`src/rtl/mmio_bus_bridge.sv`:
```
// mmio_bus_bridge: decodes an aligned IO window into NUM_CH equal channel
// regions, runs a request/ack handshake with the selected peripheral, and
// turns decode misses and dead channels into error responses.
module mmio_bus_bridge #(
  parameter int                NUM_CH       = 4,
  parameter int                ADDR_W       = 32,
  parameter int                DATA_W       = 32,
  parameter logic [ADDR_W-1:0] IO_BASE      = 32'hFFFFFC00,
  parameter int                CH_SPAN_LOG2 = 4,
  parameter int                TIMEOUT      = 15,
  parameter logic [DATA_W-1:0] ERR_DATA     = 32'hDEADBEEF
) (
  input  logic                     iCpuClock,
  input  logic                     iCpuReset,
  input  logic                     iReqValid,
  input  logic                     iReqWrite,
  input  logic [ADDR_W-1:0]        iReqAddr,
  input  logic [DATA_W-1:0]        iReqWData,
  output logic                     oReqReady,
  output logic                     oRspValid,
  output logic [DATA_W-1:0]        oRspRData,
  output logic                     oRspError,
  output logic [NUM_CH-1:0]        oChSel,
  output logic                     oChWrite,
  output logic [CH_SPAN_LOG2-1:0]  oChAddr,
  output logic [DATA_W-1:0]        oChWData,
  input  logic [NUM_CH-1:0]        iChAck,
  input  logic [NUM_CH*DATA_W-1:0] iChRData,
  output logic [7:0]               oTimeoutCount,
  output logic [ADDR_W-1:0]        oLastErrAddr
);

  localparam int CH_W  = (NUM_CH > 1) ? $clog2(NUM_CH) : 1;
  localparam int CNT_W = $clog2(TIMEOUT + 1);
  localparam logic [ADDR_W-1:0] WIN_BYTES = ADDR_W'(NUM_CH) << CH_SPAN_LOG2;

  typedef enum logic [1:0] {S_IDLE, S_WAIT, S_RESP} state_t;

  state_t                  state_q, state_d;
  logic                    write_q, write_d;
  logic [ADDR_W-1:0]       addr_q, addr_d;
  logic [CH_W-1:0]         ch_q, ch_d;
  logic [CNT_W-1:0]        cnt_q, cnt_d;
  logic                    req_ready_q, req_ready_d;
  logic                    rsp_valid_q, rsp_valid_d;
  logic [DATA_W-1:0]       rsp_rdata_q, rsp_rdata_d;
  logic                    rsp_error_q, rsp_error_d;
  logic [NUM_CH-1:0]       ch_sel_q, ch_sel_d;
  logic                    ch_write_q, ch_write_d;
  logic [CH_SPAN_LOG2-1:0] ch_addr_q, ch_addr_d;
  logic [DATA_W-1:0]       ch_wdata_q, ch_wdata_d;
  logic [7:0]              tmo_cnt_q, tmo_cnt_d;
  logic [ADDR_W-1:0]       last_err_q, last_err_d;

  logic [ADDR_W-1:0]       req_offset;
  logic                    req_hit;
  logic [CH_W-1:0]         req_ch;
  logic [DATA_W-1:0]       ch_rdata [NUM_CH];

  // Unflatten the per-channel read data bus
  for (genvar gi = 0; gi < NUM_CH; gi++) begin : g_rdata
    assign ch_rdata[gi] = iChRData[gi*DATA_W +: DATA_W];
  end

  // Window decode of the incoming CPU address
  always_comb begin
    req_offset = iReqAddr - IO_BASE;
    req_hit    = (iReqAddr >= IO_BASE) && (req_offset < WIN_BYTES);
    req_ch     = req_offset[CH_SPAN_LOG2 +: CH_W];
  end

  // Next-state and next-output logic for the IDLE/WAIT/RESP handshake
  always_comb begin
    state_d     = state_q;
    write_d     = write_q;
    addr_d      = addr_q;
    ch_d        = ch_q;
    cnt_d       = cnt_q;
    req_ready_d = req_ready_q;
    rsp_valid_d = 1'b0;
    rsp_rdata_d = rsp_rdata_q;
    rsp_error_d = rsp_error_q;
    ch_sel_d    = ch_sel_q;
    ch_write_d  = ch_write_q;
    ch_addr_d   = ch_addr_q;
    ch_wdata_d  = ch_wdata_q;
    tmo_cnt_d   = tmo_cnt_q;
    last_err_d  = last_err_q;
    case (state_q)
      S_IDLE: begin
        if (iReqValid) begin
          write_d     = iReqWrite;
          addr_d      = iReqAddr;
          ch_d        = req_ch;
          ch_addr_d   = req_offset[CH_SPAN_LOG2-1:0];
          ch_wdata_d  = iReqWData;
          req_ready_d = 1'b0;
          if (req_hit) begin
            state_d    = S_WAIT;
            cnt_d      = '0;
            ch_sel_d   = NUM_CH'(1) << req_ch;
            ch_write_d = iReqWrite;
          end else begin
            // Decode miss: answer straight away, never touch a channel
            state_d     = S_RESP;
            rsp_valid_d = 1'b1;
            rsp_error_d = 1'b1;
            rsp_rdata_d = iReqWrite ? '0 : ERR_DATA;
            last_err_d  = iReqAddr;
          end
        end
      end
      S_WAIT: begin
        if (iChAck[ch_q]) begin
          // A real ack beats a timeout landing on the same edge
          state_d     = S_RESP;
          rsp_valid_d = 1'b1;
          rsp_error_d = 1'b0;
          rsp_rdata_d = write_q ? '0 : ch_rdata[ch_q];
          ch_sel_d    = '0;
          ch_write_d  = 1'b0;
        end else if (cnt_q == CNT_W'(TIMEOUT)) begin
          state_d     = S_RESP;
          rsp_valid_d = 1'b1;
          rsp_error_d = 1'b1;
          rsp_rdata_d = write_q ? '0 : ERR_DATA;
          last_err_d  = addr_q;
          ch_sel_d    = '0;
          ch_write_d  = 1'b0;
          if (tmo_cnt_q != 8'hFF) tmo_cnt_d = tmo_cnt_q + 8'd1;
        end else begin
          cnt_d = cnt_q + CNT_W'(1);
        end
      end
      S_RESP: begin
        state_d     = S_IDLE;
        req_ready_d = 1'b1;
      end
      default: begin
        state_d     = S_IDLE;
        req_ready_d = 1'b1;
      end
    endcase
  end

  // State and registered outputs; reset abandons any transaction in flight
  always_ff @(posedge iCpuClock or posedge iCpuReset) begin
    if (iCpuReset) begin
      state_q     <= S_IDLE;
      write_q     <= 1'b0;
      addr_q      <= '0;
      ch_q        <= '0;
      cnt_q       <= '0;
      req_ready_q <= 1'b1;
      rsp_valid_q <= 1'b0;
      rsp_rdata_q <= '0;
      rsp_error_q <= 1'b0;
      ch_sel_q    <= '0;
      ch_write_q  <= 1'b0;
      ch_addr_q   <= '0;
      ch_wdata_q  <= '0;
      tmo_cnt_q   <= '0;
      last_err_q  <= '0;
    end else begin
      state_q     <= state_d;
      write_q     <= write_d;
      addr_q      <= addr_d;
      ch_q        <= ch_d;
      cnt_q       <= cnt_d;
      req_ready_q <= req_ready_d;
      rsp_valid_q <= rsp_valid_d;
      rsp_rdata_q <= rsp_rdata_d;
      rsp_error_q <= rsp_error_d;
      ch_sel_q    <= ch_sel_d;
      ch_write_q  <= ch_write_d;
      ch_addr_q   <= ch_addr_d;
      ch_wdata_q  <= ch_wdata_d;
      tmo_cnt_q   <= tmo_cnt_d;
      last_err_q  <= last_err_d;
    end
  end

  assign oReqReady     = req_ready_q;
  assign oRspValid     = rsp_valid_q;
  assign oRspRData     = rsp_rdata_q;
  assign oRspError     = rsp_error_q;
  assign oChSel        = ch_sel_q;
  assign oChWrite      = ch_write_q;
  assign oChAddr       = ch_addr_q;
  assign oChWData      = ch_wdata_q;
  assign oTimeoutCount = tmo_cnt_q;
  assign oLastErrAddr  = last_err_q;

endmodule

```
`config.mk`:
```
export PLATFORM = sky130hd
export DESIGN_NAME = mmio_bus_bridge
export DESIGN_NICKNAME = d
export VERILOG_FILES = /design/src/rtl/mmio_bus_bridge.sv
export SDC_FILE = /design/constraint.sdc
export NUM_CORES = 1
export LEC_CHECK = 0
export CAP_MARGIN = 20
export CORE_UTILIZATION = 45
export CTS_CLUSTER_SIZE = 8
export DETAILED_ROUTE_END_ITERATION = 6
export GPL_TIMING_DRIVEN = 0
export PLACE_DENSITY = 0.84
export SYNTH_ARGS = -nofsm -noshare
export SYNTH_HDL_FRONTEND = slang
export SYNTH_SLANG_ARGS = --single-unit
```
`constraint.sdc`:
```
create_clock -name iCpuClock -period 8.45 [get_ports iCpuClock]
set_clock_uncertainty 0.2 [all_clocks]
set_input_delay 1.2675 -clock iCpuClock [delete_from_list [all_inputs] [get_ports iCpuClock]]
set_output_delay 1.2675 -clock iCpuClock [all_outputs]
set_load 0.005 [all_outputs]
```
==> out/results.ini, run 1 <==
[detailed_routing]
wl_per_cell_um = 18.61
met3_length_um = 2033
drc = 0
wl_met1_um = 9010
dr.first_iter.drc_count = 309
routed_via_density = 5.202
wl_met2_um = 11850
final_antenna_net_count = 0
first_pass_iters = 5
routed_wirelength_um = 23920
top_layer = met5
vias = 6685

[critical_path]
crit_path_end_kind = flop
arrival_ns = 3.71
crit_start = iReqAddr[21]
timing.rr.start = addr_q[5]
r2r_slack_ns = 5.71
critPathRequiredTime_ns = 8.55
critPathLaunchType = primary input
worstReg2RegEnd = oRspRData[10]
crit_fanout = 10
worstSetupEndpoint = oLastErrAddr[18]
r2r.worst_path.cells = 6
crit_type = primary input to flop

[sta]
fin_crit_ns = 3.609
hold_violations = 0
setup_tns_ns = 0
fin_crit_sh = 0.4272
setup-violations-final = 0
hold_ws_ns = 0.2708
rsz0062_at_grt = no
worst_pin_slew_ns = 0.8461
relSlewSlack = 0.4359
finalWorstSetupSlack_ns = 4.841
maxSlewViolCount = 0
max_freq_ghz = 0.2770

[logic_synthesis]
synth_top_cell_area_share = 0.5099
ys_warn_count = 0
avgSynthCellArea_um2 = 10.24
syn_nets = 921
ys_seq_area_frac = 0.5134
syn_area_um2 = 7362
netlist_instances = 719
ys_types = 39
synth_largest_area_cell = dfrtp_1
synth_ff_type = dfrtp_1
async_reset_ff_frac = 1.000
synth-seq-cells = 151
synth_area_leaders = dfrtp_1 51%, nand2_1 15%, mux4_2 10%, mux2_2 9.0%, o21ai_0 1.8%
synth_edf_count = 0

[finish]
drive_above_1_share = 0.1368
multi_input_area_um2 = 3312
regArea_um2 = 3780
final_cell_count_no_fill = 1285
final_area_um2 = 11400
nets = 1256
fillers = 1211
area_growth_pct = 54.88
final_util = 0.7152

[status]
outcome = completed

[clock_network]
cts_buffers = 17
clk_latency_ns = 0.42
cts_hold_buf = 0
cts_setup_buffers = 0
cts.clk_slew.worst_paths_ns = 0.06
clock_sink_count = 151
cts.path.max_buffers = 2
h-tree-depth = 4
tritoncts = built
post_cts_resized = 0
cts_root_buf = clkbuf_16

[place]
place_inst = 1251
pre_cts_slack_ns = 4.388
place_congestion = 0.8309
port_buffers = 315
postPlaceCellArea_um2 = 10820
dp_hpwl_um = 17680

[die]
core_um2 = 15940
die_w_um = 129.9
pin_count = 316
core.rowCount = 46
die_area_um2 = 16880
start_util = 0.4618
die_y_um = 129.9

[power_and_ir_drop]
power_mw = 2.399
vdd_drop_max_mv = 0.1465
power_leakage_nw = 5.114
power_density_nw_per_um2 = 210.4

[global_route]
grt_pass1_wl_um = 36270
grt.total_usage = 0.2885
antenna_found_initial = 2
grt_pass1_vias = 6629
grt_overflow = 0
grt_max_degree = 87

[worst_hold_path]
min_path_type = flop to flop

[flow_run]
maxCapViolations = 0

[cells in the mapped netlist (all sizes together) (2+ instances only)]
| library cell | number |
|---|---|
| nor4bb | 2 |
| o21ai | 27 |
| dfrtp | 150 |
| xor2 | 7 |
| nand3 | 6 |
| clkbuf | 26 |
| nand2 | 293 |
| nand4 | 6 |
| a21oi | 4 |
| ha | 2 |
| mux2i | 4 |
| a22o | 9 |
| buf | 21 |
| inv | 9 |
| and4 | 2 |
| mux4 | 33 |
| nor2 | 35 |
| or2 | 2 |
| nand2b | 3 |
| nor3b | 2 |
| mux2 | 63 |
| nor3 | 4 |
[registers in the layout, indices dropped and copies added, names as in the netlist]
name / count
oRspRData: 32
addr_q: 32
oRspValid: 1
oChSel: 4
oRspError: 1
oTimeoutCount: 8
oChWrite: 1
cnt_q: 4
oChWData: 32
write_q: 1
state_q: 2
oReqReady: 1
oLastErrAddr: 32
[logic make-up (layout without fill, tap and decap cells)]
family / Yosys count / count (layout) / share of synthesized area
buf+inv: 56 / 404 / 0.03671
compound gates: 43 / 43 / 0.03824
fa+ha+maj: 2 / 2 / 0.003399
xor+xnor: 8 / 8 / 0.009518
flops: 151 / 151 / 0.5134
mux: 100 / 100 / 0.2028
simple gates: 359 / 359 / 0.1960
other cells: 0 / 2 / 0
[routing by layer]
metal / vias up / GRT usage
met1: 3250 / 0.3341
met4: 2 / 0.1553
li1: 3066 / -
met3: 66 / 0.09143
met5: - / 0
met2: 301 / 0.4791
[worst min-delay path by stage]
stage,from,cells after the start,endpoint
3_3_place_gp,oChWData[17],2,oChWData[17]
5_1_grt,oChWData[12],2,oChWData[12]
6_report,write_q,2,write_q
2_1_floorplan,write_q,2,write_q
3_5_place_dp,oChWData[9],2,oChWData[9]
4_1_cts,oChWData[29],2,oChWData[29]
[cells in the final DEF, fill, tap and decap left out, types with 8 or more instances in the layout]
cell type,instances
nand2_1,293
nor2_1,35
clkbuf_1,28
mux2_2,59
a22o_1,9
clkdlybuf4s50_1,315
clkbuf_16,17
dfrtp_1,150
inv_1,8
mux4_2,33
o21ai_0,27
[final cells by class]
| type | instances | share of cell area |
|---|---|---|
| Multi-Input combinational cell | 512 | 0.2905 |
| Clock inverter | 9 | 0.008011 |
| Buffer | 47 | 0.02074 |
| Antenna cell | 2 | 0.0004389 |
| Inverter | 9 | 0.003402 |
| Tap cell | 216 | 0.02370 |
| Timing Repair Buffer | 316 | 0.2789 |
| Clock buffer | 23 | 0.04280 |
| Sequential cell | 151 | 0.3315 |
[worst max-delay path, stage by stage]
cell and delay (ns):
clkdlybuf4s50_1 0.54, nand4_1 0.12, or4_1 0.55, or2_0 0.23, buf_2 0.18, a21oi_4 0.27, buf_6 0.20, mux2_2 0.35
[report_power, final]
part	internal, mW	switching, mW	leakage (nW)	total [mW]
combinational	0.439	0.289	2.99	0.729
clock	0.438	0.300	0.272	0.739
sequential	0.858	0.0736	1.85	0.932
total	1.74	0.664	5.11	2.40
Note: power is estimated with default switching activity, not from simulation.
==> inputs of run 2 (changes only) <==
--- a/config.mk
+++ b/config.mk
@@ -6,11 +6,11 @@
 export NUM_CORES = 1
 export LEC_CHECK = 0
 export CAP_MARGIN = 20
-export CORE_UTILIZATION = 45
+export CORE_UTILIZATION = 43
 export CTS_CLUSTER_SIZE = 8
 export DETAILED_ROUTE_END_ITERATION = 6
 export GPL_TIMING_DRIVEN = 0
-export PLACE_DENSITY = 0.84
+export PLACE_DENSITY = 0.81
 export SYNTH_ARGS = -nofsm -noshare
 export SYNTH_HDL_FRONTEND = slang
 export SYNTH_SLANG_ARGS = --single-unit
==> constraint.sdc (replaced) <==
create_clock -name iCpuClock -period 3.7 [get_ports iCpuClock]
set_clock_uncertainty 0.2 [all_clocks]
set_input_delay 0.555 -clock iCpuClock [delete_from_list [all_inputs] [get_ports iCpuClock]]
set_output_delay 0.555 -clock iCpuClock [all_outputs]
set_load 0.005 [all_outputs]
==> run 2 against run 1 <==
Against the previous run: sequential cell count stayed put; global-route usage is 2.6 points lower; critical endpoint is now oLastErrAddr[29]; core utilization is 2.3 points lower; design area is 0.99% higher; first-iteration DRC count is 12% higher; worst setup slack worse by 4.1 ns; critical path type unchanged; largest cell class unchanged.
==> out/results.ini, run 2 (same netlist as run 1, synthesis figures left out) <==
[sta]
relSlewSlack = 0.4825  ; was 0.4359
setup_tns_ns = 0  ; unchanged
maxSlewViolCount = 0  ; unchanged
finalWorstSetupSlack_ns = 0.7765  ; was 4.841 ns
hold_violations = 0  ; unchanged
fin_crit_sh = 0.7901
hold_ws_ns = 0.2759  ; was 0.2708 ns
max_freq_ghz = 0.3421
fin_crit_ns = 2.923
rsz0062_at_grt = no  ; unchanged
worst_pin_slew_ns = 0.7747  ; was 0.8461 ns
setup-violations-final = 0  ; unchanged

[global_route]
grt_overflow = 0  ; unchanged
antenna_found_initial = 1  ; was 2
grt_max_degree = 42  ; was 87
grt.total_usage = 0.2622  ; was 0.2885
grt_pass1_wl_um = 35340  ; was 36270 um
grt_pass1_vias = 6558  ; was 6629

[power_and_ir_drop]
p_comb_frac = 0.291  ; was 0.304
p_sw_frac = 0.2666  ; was 0.2766
p_seq_frac = 0.372  ; was 0.388
intPower_mw = 4.185  ; was 1.735 mW
clkPwrFrac = 0.337  ; was 0.308
power_density_nw_per_um2 = 495.6  ; was 210.4 nW/um^2
power_mw = 5.707  ; was 2.399 mW
vdd_drop_max_mv = 0.3247  ; was 0.1465 mV
power_leakage_nw = 5.170  ; was 5.114 nW
p_switching_mw = 1.522  ; was 663.5 uW

[worst_hold_path]
min_path_type = flop to flop  ; unchanged
min-delay-start = addr_q[17]  ; was write_q
min_delay_worst_endpoint = addr_q[17]  ; was write_q
worstHoldPathCells = 2  ; unchanged

[finish]
final_cell_count_no_fill = 1290  ; was 1285
nets = 1258  ; was 1256
final_common_cell = clkdlybuf4s50_1  ; unchanged
final_util = 0.6919  ; was 0.7152
layout_common_cells = 315 x clkdlybuf4s50_1, 293 x nand2_1, 150 x dfrtp_1  ; unchanged
final_area_um2 = 11510  ; was 11400 um^2
fillers = 1276  ; was 1211
area_growth_pct = 56.41  ; was 54.88%
drive_above_1_share = 0.1403  ; was 0.1368

[die]
core.rowCount = 47  ; was 46
die_area_um2 = 17650  ; was 16880 um^2
die_w_um = 132.8  ; was 129.9 um
pin_count = 316  ; unchanged
start_util = 0.4424  ; was 0.4618
die_y_um = 132.8  ; was 129.9 um
core_um2 = 16640  ; was 15940 um^2

[place]
place_inst = 1257  ; was 1251
pre_cts_slack_ns = 0.3393  ; was 4.388 ns
postPlaceCellArea_um2 = 10850  ; was 10820 um^2
port_buffers = 315  ; unchanged
place_congestion = 0.8421  ; was 0.8309
dp_hpwl_um = 17550  ; was 17680 um

[critical_path]
arrival_ns = 3.03  ; was 3.71 ns
critPathLaunchType = primary input  ; unchanged
critPathRequiredTime_ns = 3.80  ; was 8.55 ns
r2r.worst_path.cells = 6  ; unchanged
cp_slowest_cell = or4_1  ; unchanged
max_stage_delay_ns = 0.59  ; was 0.55 ns
crit_path_end_kind = flop  ; unchanged
timing.rr.start = addr_q[5]  ; unchanged
path_cells = clkdlybuf4s50_1 > nand4_1 > or4_1 > or2_0 > buf_2 > a21oi_4 > buf_6 > mux2_2  ; unchanged
crit_fanout = 10  ; unchanged
r2r_slack_ns = 0.95  ; was 5.71 ns
worstReg2RegEnd = oRspRData[9]  ; was oRspRData[10]
crit_type = primary input to flop  ; unchanged

[detailed_routing]
routed_via_density = 5.091  ; was 5.202
routed_wirelength_um = 22840  ; was 23920 um
drc = 0  ; unchanged
wl_per_cell_um = 17.70  ; was 18.61 um
final_antenna_net_count = 0  ; unchanged
dr.first_iter.drc_count = 346  ; was 309
first_pass_iters = 4  ; was 5
vias = 6567  ; was 6685

[clock_network]
cts_buffers = 17  ; unchanged
cts_setup_buffers = 0  ; unchanged
post_cts_resized = 0  ; unchanged
clk_latency_ns = 0.42  ; about the same
cts_root_buf = clkbuf_16  ; unchanged
cts.clk_slew.worst_paths_ns = 0.06  ; about the same
cts_hold_buf = 0  ; unchanged
clock_sink_count = 151  ; unchanged
cts.path.max_buffers = 2  ; unchanged
tritoncts = built  ; unchanged
h-tree-depth = 4  ; unchanged

[status]
outcome = completed  ; unchanged

[flow_run]
maxCapViolations = 0  ; unchanged

## run 2: critical path, delay by kind of cell
| kind | cells | cell delay [ns] |
|---|---|---|
| AO/OA/AOI/OAI | 1 | 0.28 |
| AND/OR/NAND/NOR | 3 | 0.95 |
| buffers and inverters | 3 | 0.90 |
| multiplexers | 1 | 0.35 |
## run 2: power groups by stage
stage	clock network, mW	registers, mW	logic (mW)
5_1_grt	2.03	2.16	1.78
2_1_floorplan	0	2.15	0.696
6_report	1.92	2.13	1.66
3_3_place_gp	0	2.14	1.64
3_5_place_dp	0	2.15	1.67
4_1_cts	1.95	2.13	1.68
## run 2: area by class of cell
| cell class | instances | area, um^2 | area share |
|---|---|---|---|
| buffer | 47 | 236.5 | 0.02054 |
| sequential | 151 | 3780 | 0.3283 |
| antenna | 1 | 2.502 | 0.0002173 |
| clock buffer | 18 | 439.2 | 0.03814 |
| multi-input combinational | 512 | 3312 | 0.2876 |
| timing repair buffer | 318 | 3213 | 0.2790 |
| tap | 220 | 275.3 | 0.02391 |
| clock inverter | 14 | 219.0 | 0.01902 |
| inverter | 9 | 37.54 | 0.003260 |
## run 2: worst max path at each step
stage,startpoint,cells past startpoint,to
2_1_floorplan,iCpuReset,1,addr_q[0]
3_3_place_gp,iCpuReset,2,oChWData[11]
3_5_place_dp,iReqAddr[19],8,oLastErrAddr[24]
4_1_cts,iReqAddr[21],8,oLastErrAddr[29]
5_1_grt,iReqAddr[19],8,oLastErrAddr[0]
6_report,iReqAddr[21],8,oLastErrAddr[29]
## run 2: metal layers
layer	up-vias	wire (um)	GRT usage	share of wire
met5	-	0	0	0
met4	0	877	0.1290	0.038
met3	53	1656	0.06628	0.073
met2	261	11450	0.4436	0.50
met1	3186	8852	0.3106	0.39
li1	3067	-	-	-
